==> config.mk <==
export PLATFORM = sky130hd
export DESIGN_NAME = hazard_ctrl_flat
export DESIGN_NICKNAME = d
export VERILOG_FILES = /design/src/rtl/rv32_pkg.sv /design/src/rtl/hazard_ctrl_if.sv /design/src/rtl/hazard_decode.sv /design/src/rtl/hazard_ctrl.sv /design/src/flat_wrapper.sv
export SDC_FILE = /design/constraint.sdc
export NUM_CORES = 1
export LEC_CHECK = 0
export CORE_MARGIN = 2
export CORE_UTILIZATION = 54
export DETAILED_ROUTE_END_ITERATION = 8
export PLACE_DENSITY = 0.84
export SLEW_MARGIN = 10
export SYNTH_ARGS = -nofsm -noshare
export SYNTH_HDL_FRONTEND = slang
export SYNTH_HIERARCHICAL = 1
export SYNTH_SLANG_ARGS = --single-unit
==> constraint.sdc <==
create_clock -name clk -period 6.6 [get_ports clk]
set_input_delay 0.66 -clock clk [delete_from_list [all_inputs] [get_ports clk]]
set_output_delay 0.66 -clock clk [all_outputs]
set_load 0.005 [all_outputs]
==> src/rtl/rv32_pkg.sv <==
// Shared RV32I pipeline definitions: opcodes, forwarding selects and the
// hazard scheduler's shadow-slot payloads.
package rv32_pkg;

  localparam int unsigned XLEN  = 32;
  localparam int unsigned REG_W = 5;

  localparam logic [6:0] OP_LOAD   = 7'b0000011;
  localparam logic [6:0] OP_IMM    = 7'b0010011;
  localparam logic [6:0] OP_AUIPC  = 7'b0010111;
  localparam logic [6:0] OP_STORE  = 7'b0100011;
  localparam logic [6:0] OP_REG    = 7'b0110011;
  localparam logic [6:0] OP_LUI    = 7'b0110111;
  localparam logic [6:0] OP_BRANCH = 7'b1100011;
  localparam logic [6:0] OP_JALR   = 7'b1100111;
  localparam logic [6:0] OP_JAL    = 7'b1101111;

  localparam logic [1:0] FWD_RF  = 2'b00;
  localparam logic [1:0] FWD_WB  = 2'b01;
  localparam logic [1:0] FWD_MEM = 2'b10;

  typedef enum logic [1:0] {
    MODE_NORMAL,
    MODE_STALL,
    MODE_FLUSH,
    MODE_FREEZE
  } sched_mode_e;

  typedef struct packed {
    logic             valid;
    logic [REG_W-1:0] rd;
    logic             wr;
    logic             load;
    logic [REG_W-1:0] rs1;
    logic [REG_W-1:0] rs2;
    logic             u1;
    logic             u2;
  } ex_slot_t;

  typedef struct packed {
    logic             valid;
    logic [REG_W-1:0] rd;
    logic             wr;
  } retire_slot_t;

  function automatic retire_slot_t to_retire(input ex_slot_t s);
    retire_slot_t r;
    r.valid = s.valid;
    r.rd    = s.rd;
    r.wr    = s.wr;
    return r;
  endfunction

  // MEM is the younger producer, so it takes priority over WB.
  function automatic logic [1:0] fwd_sel(input logic use_src, input logic [REG_W-1:0] src,
                                         input retire_slot_t mem, input retire_slot_t wb);
    logic [1:0] sel;
    sel = FWD_RF;
    if (use_src && mem.valid && mem.wr && (mem.rd == src)) begin
      sel = FWD_MEM;
    end else if (use_src && wb.valid && wb.wr && (wb.rd == src)) begin
      sel = FWD_WB;
    end
    return sel;
  endfunction

endpackage

==> src/rtl/hazard_ctrl_if.sv <==
// Pipeline <-> hazard scheduler bundle: ID/EX/MEM status in, enables,
// flushes, forwarding selects and perf counters out.
interface hazard_ctrl_if
  import rv32_pkg::*;
#(
  parameter int unsigned CNT_W = 16
) ();

  logic [XLEN-1:0]  id_instr32;
  logic             id_valid;
  logic             ex_taken;
  logic             dmem_busy;
  logic             pc_en;
  logic             ifid_en;
  logic             ifid_flush;
  logic             idex_flush;
  logic [1:0]       fwd_a;
  logic [1:0]       fwd_b;
  logic [CNT_W-1:0] stall_cnt;
  logic [CNT_W-1:0] flush_cnt;

  modport master (
    output id_instr32, id_valid, ex_taken, dmem_busy,
    input  pc_en, ifid_en, ifid_flush, idex_flush, fwd_a, fwd_b, stall_cnt, flush_cnt
  );

  modport slave (
    input  id_instr32, id_valid, ex_taken, dmem_busy,
    output pc_en, ifid_en, ifid_flush, idex_flush, fwd_a, fwd_b, stall_cnt, flush_cnt
  );

endinterface

==> src/rtl/hazard_decode.sv <==
// Combinational ID-stage field and register-usage decode for the hazard
// scheduler; all flags are forced low for a bubble.
module hazard_decode
  import rv32_pkg::*;
(
  input  logic [XLEN-1:0]  instr,
  input  logic             valid,
  output logic [REG_W-1:0] rs1,
  output logic [REG_W-1:0] rs2,
  output logic [REG_W-1:0] rd,
  output logic             u1,
  output logic             u2,
  output logic             wr,
  output logic             load
);

  logic op_u1;
  logic op_u2;
  logic op_wr;
  logic op_load;
  logic unused_fields;

  assign unused_fields = ^{instr[31:25], instr[14:12]};

  always_comb begin
    op_u1   = 1'b0;
    op_u2   = 1'b0;
    op_wr   = 1'b0;
    op_load = 1'b0;
    case (instr[6:0])
      OP_LOAD:   begin op_u1 = 1'b1; op_wr = 1'b1; op_load = 1'b1; end
      OP_IMM:    begin op_u1 = 1'b1; op_wr = 1'b1; end
      OP_AUIPC:  op_wr = 1'b1;
      OP_STORE:  begin op_u1 = 1'b1; op_u2 = 1'b1; end
      OP_REG:    begin op_u1 = 1'b1; op_u2 = 1'b1; op_wr = 1'b1; end
      OP_LUI:    op_wr = 1'b1;
      OP_BRANCH: begin op_u1 = 1'b1; op_u2 = 1'b1; end
      OP_JALR:   begin op_u1 = 1'b1; op_wr = 1'b1; end
      OP_JAL:    op_wr = 1'b1;
      default:   ;
    endcase
  end

  assign rs1  = instr[19:15];
  assign rs2  = instr[24:20];
  assign rd   = instr[11:7];
  assign u1   = valid & op_u1;
  assign u2   = valid & op_u2;
  // x0 writes are architectural no-ops and must never become a forward source.
  assign wr   = valid & op_wr & (instr[11:7] != REG_W'(0));
  assign load = valid & op_load;

endmodule

==> src/rtl/hazard_ctrl.sv <==
// 5-stage RV32I hazard scheduler: load-use stalls, taken-branch squashes,
// dmem freezes, EX operand forwarding and saturating perf counters.
module hazard_ctrl
  import rv32_pkg::*;
#(
  parameter int unsigned CNT_W = 16
) (
  input logic          clk,
  input logic          rst_n,
  hazard_ctrl_if.slave bus
);

  logic [REG_W-1:0] dec_rs1;
  logic [REG_W-1:0] dec_rs2;
  logic [REG_W-1:0] dec_rd;
  logic             dec_u1;
  logic             dec_u2;
  logic             dec_wr;
  logic             dec_load;

  ex_slot_t         id_slot;
  ex_slot_t         ex_q, ex_d;
  retire_slot_t     mem_q, mem_d;
  retire_slot_t     wb_q, wb_d;
  logic [CNT_W-1:0] stall_q, stall_d;
  logic [CNT_W-1:0] flush_q, flush_d;
  sched_mode_e      mode;
  logic             load_use;
  logic             pc_en, ifid_en, ifid_flush, idex_flush;

  hazard_decode u_decode (
    .instr (bus.id_instr32),
    .valid (bus.id_valid),
    .rs1   (dec_rs1),
    .rs2   (dec_rs2),
    .rd    (dec_rd),
    .u1    (dec_u1),
    .u2    (dec_u2),
    .wr    (dec_wr),
    .load  (dec_load)
  );

  always_comb begin
    id_slot       = '0;
    id_slot.valid = bus.id_valid;
    id_slot.rd    = dec_rd;
    id_slot.wr    = dec_wr;
    id_slot.load  = dec_load;
    id_slot.rs1   = dec_rs1;
    id_slot.rs2   = dec_rs2;
    id_slot.u1    = dec_u1;
    id_slot.u2    = dec_u2;
  end

  function automatic logic [CNT_W-1:0] sat_inc(input logic [CNT_W-1:0] v);
    return (v == {CNT_W{1'b1}}) ? v : v + CNT_W'(1);
  endfunction

  assign load_use = ex_q.valid & ex_q.load & ex_q.wr &
                    ((dec_u1 & (dec_rs1 == ex_q.rd)) | (dec_u2 & (dec_rs2 == ex_q.rd)));

  // Freeze beats flush (EX holds, so the taken branch is re-presented), flush beats stall.
  always_comb begin
    mode = MODE_NORMAL;
    if (bus.dmem_busy) begin
      mode = MODE_FREEZE;
    end else if (bus.ex_taken) begin
      mode = MODE_FLUSH;
    end else if (load_use) begin
      mode = MODE_STALL;
    end
  end

  always_ff @(posedge clk or negedge rst_n) begin
    if (!rst_n) begin
      ex_q    <= '0;
      mem_q   <= '0;
      wb_q    <= '0;
      stall_q <= '0;
      flush_q <= '0;
    end else begin
      ex_q    <= ex_d;
      mem_q   <= mem_d;
      wb_q    <= wb_d;
      stall_q <= stall_d;
      flush_q <= flush_d;
    end
  end

  always_comb begin
    ex_d       = ex_q;
    mem_d      = mem_q;
    wb_d       = wb_q;
    stall_d    = stall_q;
    flush_d    = flush_q;
    pc_en      = 1'b1;
    ifid_en    = 1'b1;
    ifid_flush = 1'b0;
    idex_flush = 1'b0;
    case (mode)
      MODE_NORMAL: begin
        ex_d  = id_slot;
        mem_d = to_retire(ex_q);
        wb_d  = mem_q;
      end
      MODE_STALL: begin
        pc_en      = 1'b0;
        ifid_en    = 1'b0;
        idex_flush = 1'b1;
        ex_d       = '0;
        mem_d      = to_retire(ex_q);
        wb_d       = mem_q;
        stall_d    = sat_inc(stall_q);
      end
      MODE_FLUSH: begin
        ifid_flush = 1'b1;
        idex_flush = 1'b1;
        ex_d       = '0;
        mem_d      = to_retire(ex_q);
        wb_d       = mem_q;
        flush_d    = sat_inc(flush_q);
      end
      MODE_FREEZE: begin
        pc_en   = 1'b0;
        ifid_en = 1'b0;
      end
      default: ;
    endcase
    // Hold the front end in bubbles for as long as reset is asserted.
    if (!rst_n) begin
      pc_en      = 1'b0;
      ifid_en    = 1'b0;
      ifid_flush = 1'b1;
      idex_flush = 1'b1;
    end
  end

  assign bus.pc_en      = pc_en;
  assign bus.ifid_en    = ifid_en;
  assign bus.ifid_flush = ifid_flush;
  assign bus.idex_flush = idex_flush;
  assign bus.fwd_a      = ex_q.valid ? fwd_sel(ex_q.u1, ex_q.rs1, mem_q, wb_q) : FWD_RF;
  assign bus.fwd_b      = ex_q.valid ? fwd_sel(ex_q.u2, ex_q.rs2, mem_q, wb_q) : FWD_RF;
  assign bus.stall_cnt  = stall_q;
  assign bus.flush_cnt  = flush_q;

endmodule

==> src/flat_wrapper.sv <==
// flat-port wrapper written by rule: the top's interface ports become plain ports
module hazard_ctrl_flat import rv32_pkg::*;
#(
  parameter int unsigned CNT_W = 16
)
  (clk, rst_n, bus_id_instr32, bus_id_valid, bus_ex_taken, bus_dmem_busy, bus_pc_en, bus_ifid_en, bus_ifid_flush, bus_idex_flush, bus_fwd_a, bus_fwd_b, bus_stall_cnt, bus_flush_cnt);
  hazard_ctrl_if #(.CNT_W(CNT_W)) bus_i ();
  input logic clk;
  input logic rst_n;
  input wire logic [$bits(bus_i.id_instr32)-1:0] bus_id_instr32;
  input wire logic [$bits(bus_i.id_valid)-1:0] bus_id_valid;
  input wire logic [$bits(bus_i.ex_taken)-1:0] bus_ex_taken;
  input wire logic [$bits(bus_i.dmem_busy)-1:0] bus_dmem_busy;
  output wire logic [$bits(bus_i.pc_en)-1:0] bus_pc_en;
  output wire logic [$bits(bus_i.ifid_en)-1:0] bus_ifid_en;
  output wire logic [$bits(bus_i.ifid_flush)-1:0] bus_ifid_flush;
  output wire logic [$bits(bus_i.idex_flush)-1:0] bus_idex_flush;
  output wire logic [$bits(bus_i.fwd_a)-1:0] bus_fwd_a;
  output wire logic [$bits(bus_i.fwd_b)-1:0] bus_fwd_b;
  output wire logic [$bits(bus_i.stall_cnt)-1:0] bus_stall_cnt;
  output wire logic [$bits(bus_i.flush_cnt)-1:0] bus_flush_cnt;
  assign bus_i.id_instr32 = bus_id_instr32;
  assign bus_i.id_valid = bus_id_valid;
  assign bus_i.ex_taken = bus_ex_taken;
  assign bus_i.dmem_busy = bus_dmem_busy;
  assign bus_pc_en = bus_i.pc_en;
  assign bus_ifid_en = bus_i.ifid_en;
  assign bus_ifid_flush = bus_i.ifid_flush;
  assign bus_idex_flush = bus_i.idex_flush;
  assign bus_fwd_a = bus_i.fwd_a;
  assign bus_fwd_b = bus_i.fwd_b;
  assign bus_stall_cnt = bus_i.stall_cnt;
  assign bus_flush_cnt = bus_i.flush_cnt;
  hazard_ctrl #(.CNT_W(CNT_W)) u_core (.clk(clk), .rst_n(rst_n), .bus(bus_i));
endmodule
==> impl_metrics.env, run 1 <==
export IMPL_core_mm2=0.00642
export IMPL_rsz0062_at_grt="no"
export IMPL_die_x_um=86.1
export IMPL_area_growth_pct=22.3
export IMPL_n_antenna_cell=0
export IMPL_ant_nets=0
export IMPL_synth_area_top_cells="dfrtp_1, xnor2_1, mux2_2"
export IMPL_setup_viol=0
export IMPL_syn_inst=367
export IMPL_slew_headroom_pct=44.4
export IMPL_synth_top_family_by_area="simple AND/OR/NAND/NOR gates"
export IMPL_utilization_pct=69.4
export IMPL_ys_ff_latch=66
export IMPL_synth_most_common_cell="dfrtp_1"
export IMPL_row_count=29
export IMPL_hold_ws_ps=497
export IMPL_synth_compound_area_share_pct=7.52
export IMPL_postLayoutCellArea_mm2=0.00445
export IMPL_firstDrtPassIters=4
export IMPL_synth_top_area_share_pct=45.3
export IMPL_syn_nets=408
export IMPL_clock_path_buffers=2
export IMPL_worstSetupStartpointType="input pin"
export IMPL_viasPerCell=5.60
export IMPL_synthAdderAreaFrac_pct=1.37
export IMPL_hold_viol_final=0
export IMPL_start_util_pct=56.7
export IMPL_dp_worst_setup_slack_ps=2470
export IMPL_port_buffers=66
export IMPL_multi_input_area_mm2=0.00178
export IMPL_cts_sinks=66
export IMPL_power_density_mw_per_mm2=262
export IMPL_timing_final_crit_share_pct=64.0
export IMPL_synth_common_cells="dfrtp_1, xnor2_1, nand2_1"
export IMPL_async_reset_ff_share_pct=100
export IMPL_antenna_found_initial=0
export IMPL_r2r_slack_ps=3710
export IMPL_synthXorXnorAreaFrac_pct=12.0
export IMPL_rr_endpoint="u_core/bus.stall_cnt[14]"
export IMPL_clkTransAtPathRegs_ps=70
export IMPL_worst_pin_slew_ps=835
export IMPL_drt_iter0_drc=211
export IMPL_ys_seq_area_share_pct=45.3
export IMPL_cts_resized_gates=0
export IMPL_cp_end_kind="output pin"
export IMPL_setup_tns_ps=0
export IMPL_dp_hpwl_mm=5.25
export IMPL_maxCapViolCount=0
export IMPL_ios=77
export IMPL_synthDistinctLibCells=41
export IMPL_synth_edf_count=0
export IMPL_grt_pass1_vias=2625
export IMPL_cts_tree="done"
export IMPL_cp_required_ps=5940
export IMPL_clockRootBuffer="clkbuf_8"
export IMPL_crit_path_end="bus_idex_flush"
export IMPL_grt_use_total_pct=20.8
export IMPL_num_fill_cells=470
export IMPL_crit_start="bus_id_instr32[5]"
export IMPL_nets=459
export IMPL_hold_path_class="in -> async"
export IMPL_max_freq_mhz=237
export IMPL_synthSimpleGateAreaFrac_pct=21.5
export IMPL_outcome="finished clean"
export IMPL_stdcell_count=499
export IMPL_synth_area_per_cell_um2=9.92
export IMPL_final_layout_size_suffix_gt1_share_pct=10.2
export IMPL_overflow=0
export IMPL_worstReg2RegStart="u_core/ex_q[15]"
export IMPL_placed_area_mm2=0.00423
export IMPL_die_y_um=86.1
export IMPL_cts_buffers_inserted=9
export IMPL_timing_final_ws_setup_ps=2380
export IMPL_dieArea_mm2=0.00742
export IMPL_muxShareOfSynthArea_pct=6.46
export IMPL_vias=2794
export IMPL_synth_ff_type="dfrtp_1"
export IMPL_drc_errors=0
export IMPL_clk_insertion_delay_late_ps=340
export IMPL_hold_buffers=0
export IMPL_dpl_cell_count=484
export IMPL_routedWlPerCell_um=14.8
export IMPL_r2r_cells=9
export IMPL_worstPathArrival_ps=3560
export IMPL_worstSetupPathType="in -> out"
export IMPL_p_leak_nw=1.82
export IMPL_grt_pass1_wl_mm=12.1
export IMPL_slew_violations=0
export IMPL_ff_latch_area_mm2=0.00165
export IMPL_routed_wl_mm=7.40
export IMPL_post_cts_buffers=0
export IMPL_critPathMaxFanout=21
export IMPL_fin_crit_ps=4220
export IMPL_peakVddDrop_mv=0.218
export IMPL_synth_area_leader_cell="dfrtp_1"
export IMPL_finalClockSkew_ps=11.6
export IMPL_syn_area_mm2=0.00364
export IMPL_grt_max_degree=70
export IMPL_cts_max_level=3
export IMPL_place_gp_congestion=0.790
export IMPL_synth_warnings=6
export IMPL_total_power_mw=1.17
[registers in the layout, indices dropped and copies added (netlist names)]
name / count
u_core/bus.flush_cnt: 16
u_core/bus.stall_cnt: 16
u_core/ex_q: 20
u_core/mem_q: 7
u_core/wb_q: 7
[power breakdown]
part	internal [mW]	switching, mW
clock	0.231	0.153
sequential	0.459	0.0781
combinational	0.150	0.0977
[how the worst min path moves through the flow]
stage / cells past startpoint / from / end
after floorplan: 0 / rst_n / u_core/bus.flush_cnt[0]
after global placement: 2 / u_core/ex_q[12] / u_core/ex_q[12]
after detailed placement: 2 / u_core/ex_q[12] / u_core/ex_q[12]
after CTS: 2 / u_core/ex_q[12] / u_core/ex_q[12]
after global routing: 2 / u_core/ex_q[12] / u_core/ex_q[12]
final: 2 / rst_n / u_core/wb_q[2]
[worst max-delay path, cell delays in order]
cell and delay [ps]:
clkdlybuf4s50_1 510, nor2b_1 180, a21oi_1 80, nor2_1 160, nand4_1 130, nor4_1 480, or3_1 210, ha_1 460
nand2b_1 180, clkdlybuf4s50_1 520
[per-layer routing]
layer  vias up  global-route usage [%]  wire length, um
li1       1373                       -                -
met1      1332                    27.3             3350
met2        77                    33.5             3580
met3        12                    3.85              311
met4         0                    9.38              156
met5         -                       0                0
[logic make-up (layout without fill, tap and decap cells)]
logic type / Yosys count / after routing
simple gates: 144 / 144
fa+ha+maj: 4 / 4
buf+inv: 36 / 91
flops: 66 / 66
mux: 21 / 21
xor+xnor: 50 / 50
compound gates: 46 / 46
[cells in the final DEF, fill, tap and decap left out, drive strengths merged, types with 6 or more instances in the layout]
cell type and count:
nand4 15, a21oi 11, mux2 20, nand2 34, nand2b 24, inv 8
dfrtp 66, nor3 9, nor2 14, nor4 7, clkbuf 11, xnor2 37
xor2 13, clkdlybuf4s50 65, nand3 14, and3 6, o21ai 25
[final cells by class]
type | instances | area share, %
inverters | 8 | 0.674
clock buffers | 11 | 3.40
flip-flops and latches | 66 | 37.1
multi-input cells | 265 | 39.9
well taps | 77 | 2.16
clock inverters | 4 | 1.69
repair buffers | 68 | 15.1
(Power assumes the default switching activity.)
==> run 2: changes to the inputs <==
--- a/config.mk
+++ b/config.mk
@@ -6,9 +6,9 @@
 export NUM_CORES = 1
 export LEC_CHECK = 0
 export CORE_MARGIN = 2
-export CORE_UTILIZATION = 54
+export CORE_UTILIZATION = 51
 export DETAILED_ROUTE_END_ITERATION = 8
-export PLACE_DENSITY = 0.84
+export PLACE_DENSITY = 0.8
 export SLEW_MARGIN = 10
 export SYNTH_ARGS = -nofsm -noshare
 export SYNTH_HDL_FRONTEND = slang
==> constraint.sdc (replaced) <==
create_clock -name clk -period 4.1 [get_ports clk]
set_input_delay 0.41 -clock clk [delete_from_list [all_inputs] [get_ports clk]]
set_output_delay 0.41 -clock clk [all_outputs]
set_load 0.005 [all_outputs]
==> run 2 against run 1 <==
Effect of this change:
- final cell count grew 4.4%
- utilization fell by 4.3 points
- non-clock buffer count grew 2
- critical path depth is 1 lower
- clock skew grew 2.2 ps
- wire length rose by 2.2%
- global-route usage decreased by 0.072 points
- register-to-register slack lost 2500 ps
- sequential power grew 62%
- worst setup slack got worse by 1800 ps
- largest power group unchanged
- die area increased by 5.6%
==> impl_metrics.env, run 2 (synthesis gave the netlist of run 1 again) <==
export IMPL_cp_end_kind="output pin"
export IMPL_top_register="u_core/ex_q"
export IMPL_setup_viol=0
export IMPL_vias=2824
export IMPL_cpMaxStageDelayCell="a2111oi_0"
export IMPL_total_power_mw=1.82
export IMPL_hold_buffers=0
export IMPL_port_buffers=66
export IMPL_ant_nets=0
export IMPL_critPathMaxFanout=3
export IMPL_final_layout_size_suffix_gt1_share_pct=10.8
export IMPL_core_mm2=0.00687
export IMPL_start_util_pct=53.0
export IMPL_hold_ws_ps=150
export IMPL_worstPathArrival_ps=3130
export IMPL_worst_pin_slew_ps=793
export IMPL_drt_iter0_drc=158
export IMPL_final_cell_mix="dfrtp_1, clkdlybuf4s50_1, xnor2_1, nand2_1, nand2b_1"
export IMPL_final_common_cell="dfrtp_1"
export IMPL_place_gp_congestion=0.888
export IMPL_antenna_found_initial=0
export IMPL_cts_max_level=3
export IMPL_outcome="finished clean"
export IMPL_p_clk_share_pct=30.2
export IMPL_die_x_um=88.5
export IMPL_setup_tns_ps=0
export IMPL_finalClockSkew_ps=13.8
export IMPL_cp_required_ps=3690
export IMPL_clockRootBuffer="clkbuf_8"
export IMPL_path_cells="clkdlybuf4s50_1, nand4b_1, a2111oi_0, nand2_1, nor3_1, or3_1, ha_1, nand2b_1, clkdlybuf4s50_1"
export IMPL_clk_insertion_delay_late_ps=350
export IMPL_max_freq_mhz=282
export IMPL_peakVddDrop_mv=0.229
export IMPL_rsz0062_at_grt="no"
export IMPL_worstSetupPathType="in -> out"
export IMPL_slew_headroom_pct=46.5
export IMPL_grt_max_degree=55
export IMPL_max_stage_delay_ps=630
export IMPL_p_leak_nw=1.83
export IMPL_die_y_um=88.5
export IMPL_routed_wl_mm=7.55
export IMPL_critPathMostFrequentCell="clkdlybuf4s50_1"
export IMPL_largest_register_ffs=20
export IMPL_row_count=30
export IMPL_n_antenna_cell=0
export IMPL_placed_area_mm2=0.00427
export IMPL_cts_buffers_inserted=9
export IMPL_drc_errors=0
export IMPL_power_density_mw_per_mm2=407
export IMPL_area_growth_pct=22.7
export IMPL_hold_path_class="in -> async"
export IMPL_hold_viol_final=0
export IMPL_ios=77
export IMPL_grt_use_total_pct=20.7
export IMPL_swShare_pct=29.0
export IMPL_utilization_pct=65.1
export IMPL_maxCapViolCount=0
export IMPL_cts_resized_gates=0
export IMPL_slew_violations=0
export IMPL_clkTransAtPathRegs_ps=70
export IMPL_r2r_slack_ps=1200
export IMPL_dp_hpwl_mm=5.60
export IMPL_fin_crit_ps=3540
export IMPL_cts_tree="done"
export IMPL_viasPerCell=5.42
export IMPL_comb_power_share_pct=22.1
export IMPL_routedWlPerCell_um=14.5
export IMPL_post_cts_buffers=0
export IMPL_overflow=0
export IMPL_cellInternalPower_mw=1.29
export IMPL_p_switching_uw=528
export IMPL_nets=461
export IMPL_postLayoutCellArea_mm2=0.00447
export IMPL_clock_path_buffers=2
export IMPL_firstDrtPassIters=4
export IMPL_dieArea_mm2=0.00783
export IMPL_grt_pass1_wl_mm=12.5
export IMPL_cts_sinks=66
export IMPL_timing_final_crit_share_pct=86.5
export IMPL_seq_power_share_pct=47.7
export IMPL_grt_pass1_vias=2645
export IMPL_worstSetupStartpointType="input pin"
run 2: layout make-up:
| cell class | instances | area, um^2 |
|---|---|---|
| Clock buffer | 11 | 151 |
| Timing Repair Buffer | 70 | 686 |
| Clock inverter | 5 | 52.6 |
| Sequential cell | 66 | 1650 |
| Tap cell | 96 | 120 |
| Inverter | 8 | 30.0 |
| Fill cell | 557 | 2400 |
| Multi-Input combinational cell | 265 | 1780 |
run 2: power by group through the flow:
stage               logic, mW  clock network [mW]  registers (mW)
floorplan               0.226                   0           0.850
global placement        0.392                   0           0.872
detailed placement      0.406                   0           0.878
CTS                     0.408               0.564           0.866
global route            0.445               0.593           0.884
finish                  0.403               0.550           0.868
run 2: critical path: cells and delay by family:
| kind | cells | cell delay (ps) |
|---|---|---|
| compound gates | 1 | 630 |
| simple gates | 5 | 880 |
| fa+ha+maj | 1 | 270 |
| buf+inv | 2 | 960 |
run 2: layer usage:
layer | GRT usage [%] | vias up | share of wire [%]
li1 | - | 1378 | -
met1 | 26.9 | 1352 | 45
met2 | 33.6 | 84 | 49
met3 | 3.92 | 10 | 4.5
met4 | 10.1 | 0 | 1.7
met5 | 0 | - | 0
run 2: path summary, 6_finish.rpt:
| path | cells past startpoint | from | to |
|---|---|---|---|
| setup / recovery | 9 | bus_id_instr32[0] | bus_idex_flush |
| max in group asynchronous | 2 | rst_n | u_core/bus.flush_cnt[6] |
| hold reg to reg | 2 | u_core/ex_q[12] | u_core/ex_q[12] |
| hold / removal | 2 | rst_n | u_core/wb_q[5] |
| min in group clk | 2 | u_core/ex_q[12] | u_core/ex_q[12] |
| setup reg to reg | 9 | u_core/ex_q[15] | u_core/bus.stall_cnt[14] |
run 2: stage by stage:
stage                     worst slack [ps]  cells
after floorplan                       1410    367
after global placement                 555    505
after detailed placement               421    505
after CTS                              502    521
after global routing                   281    521
final                                  555    521
==> run 3: changes to the inputs <==
--- a/config.mk
+++ b/config.mk
@@ -9,7 +9,7 @@
 export CORE_UTILIZATION = 51
 export DETAILED_ROUTE_END_ITERATION = 8
 export PLACE_DENSITY = 0.8
-export SLEW_MARGIN = 10
+export SLEW_MARGIN = 20
 export SYNTH_ARGS = -nofsm -noshare
 export SYNTH_HDL_FRONTEND = slang
 export SYNTH_HIERARCHICAL = 1
==> results of run 3 <==
Final layout, timing and power as in run 2 (identical DEF).
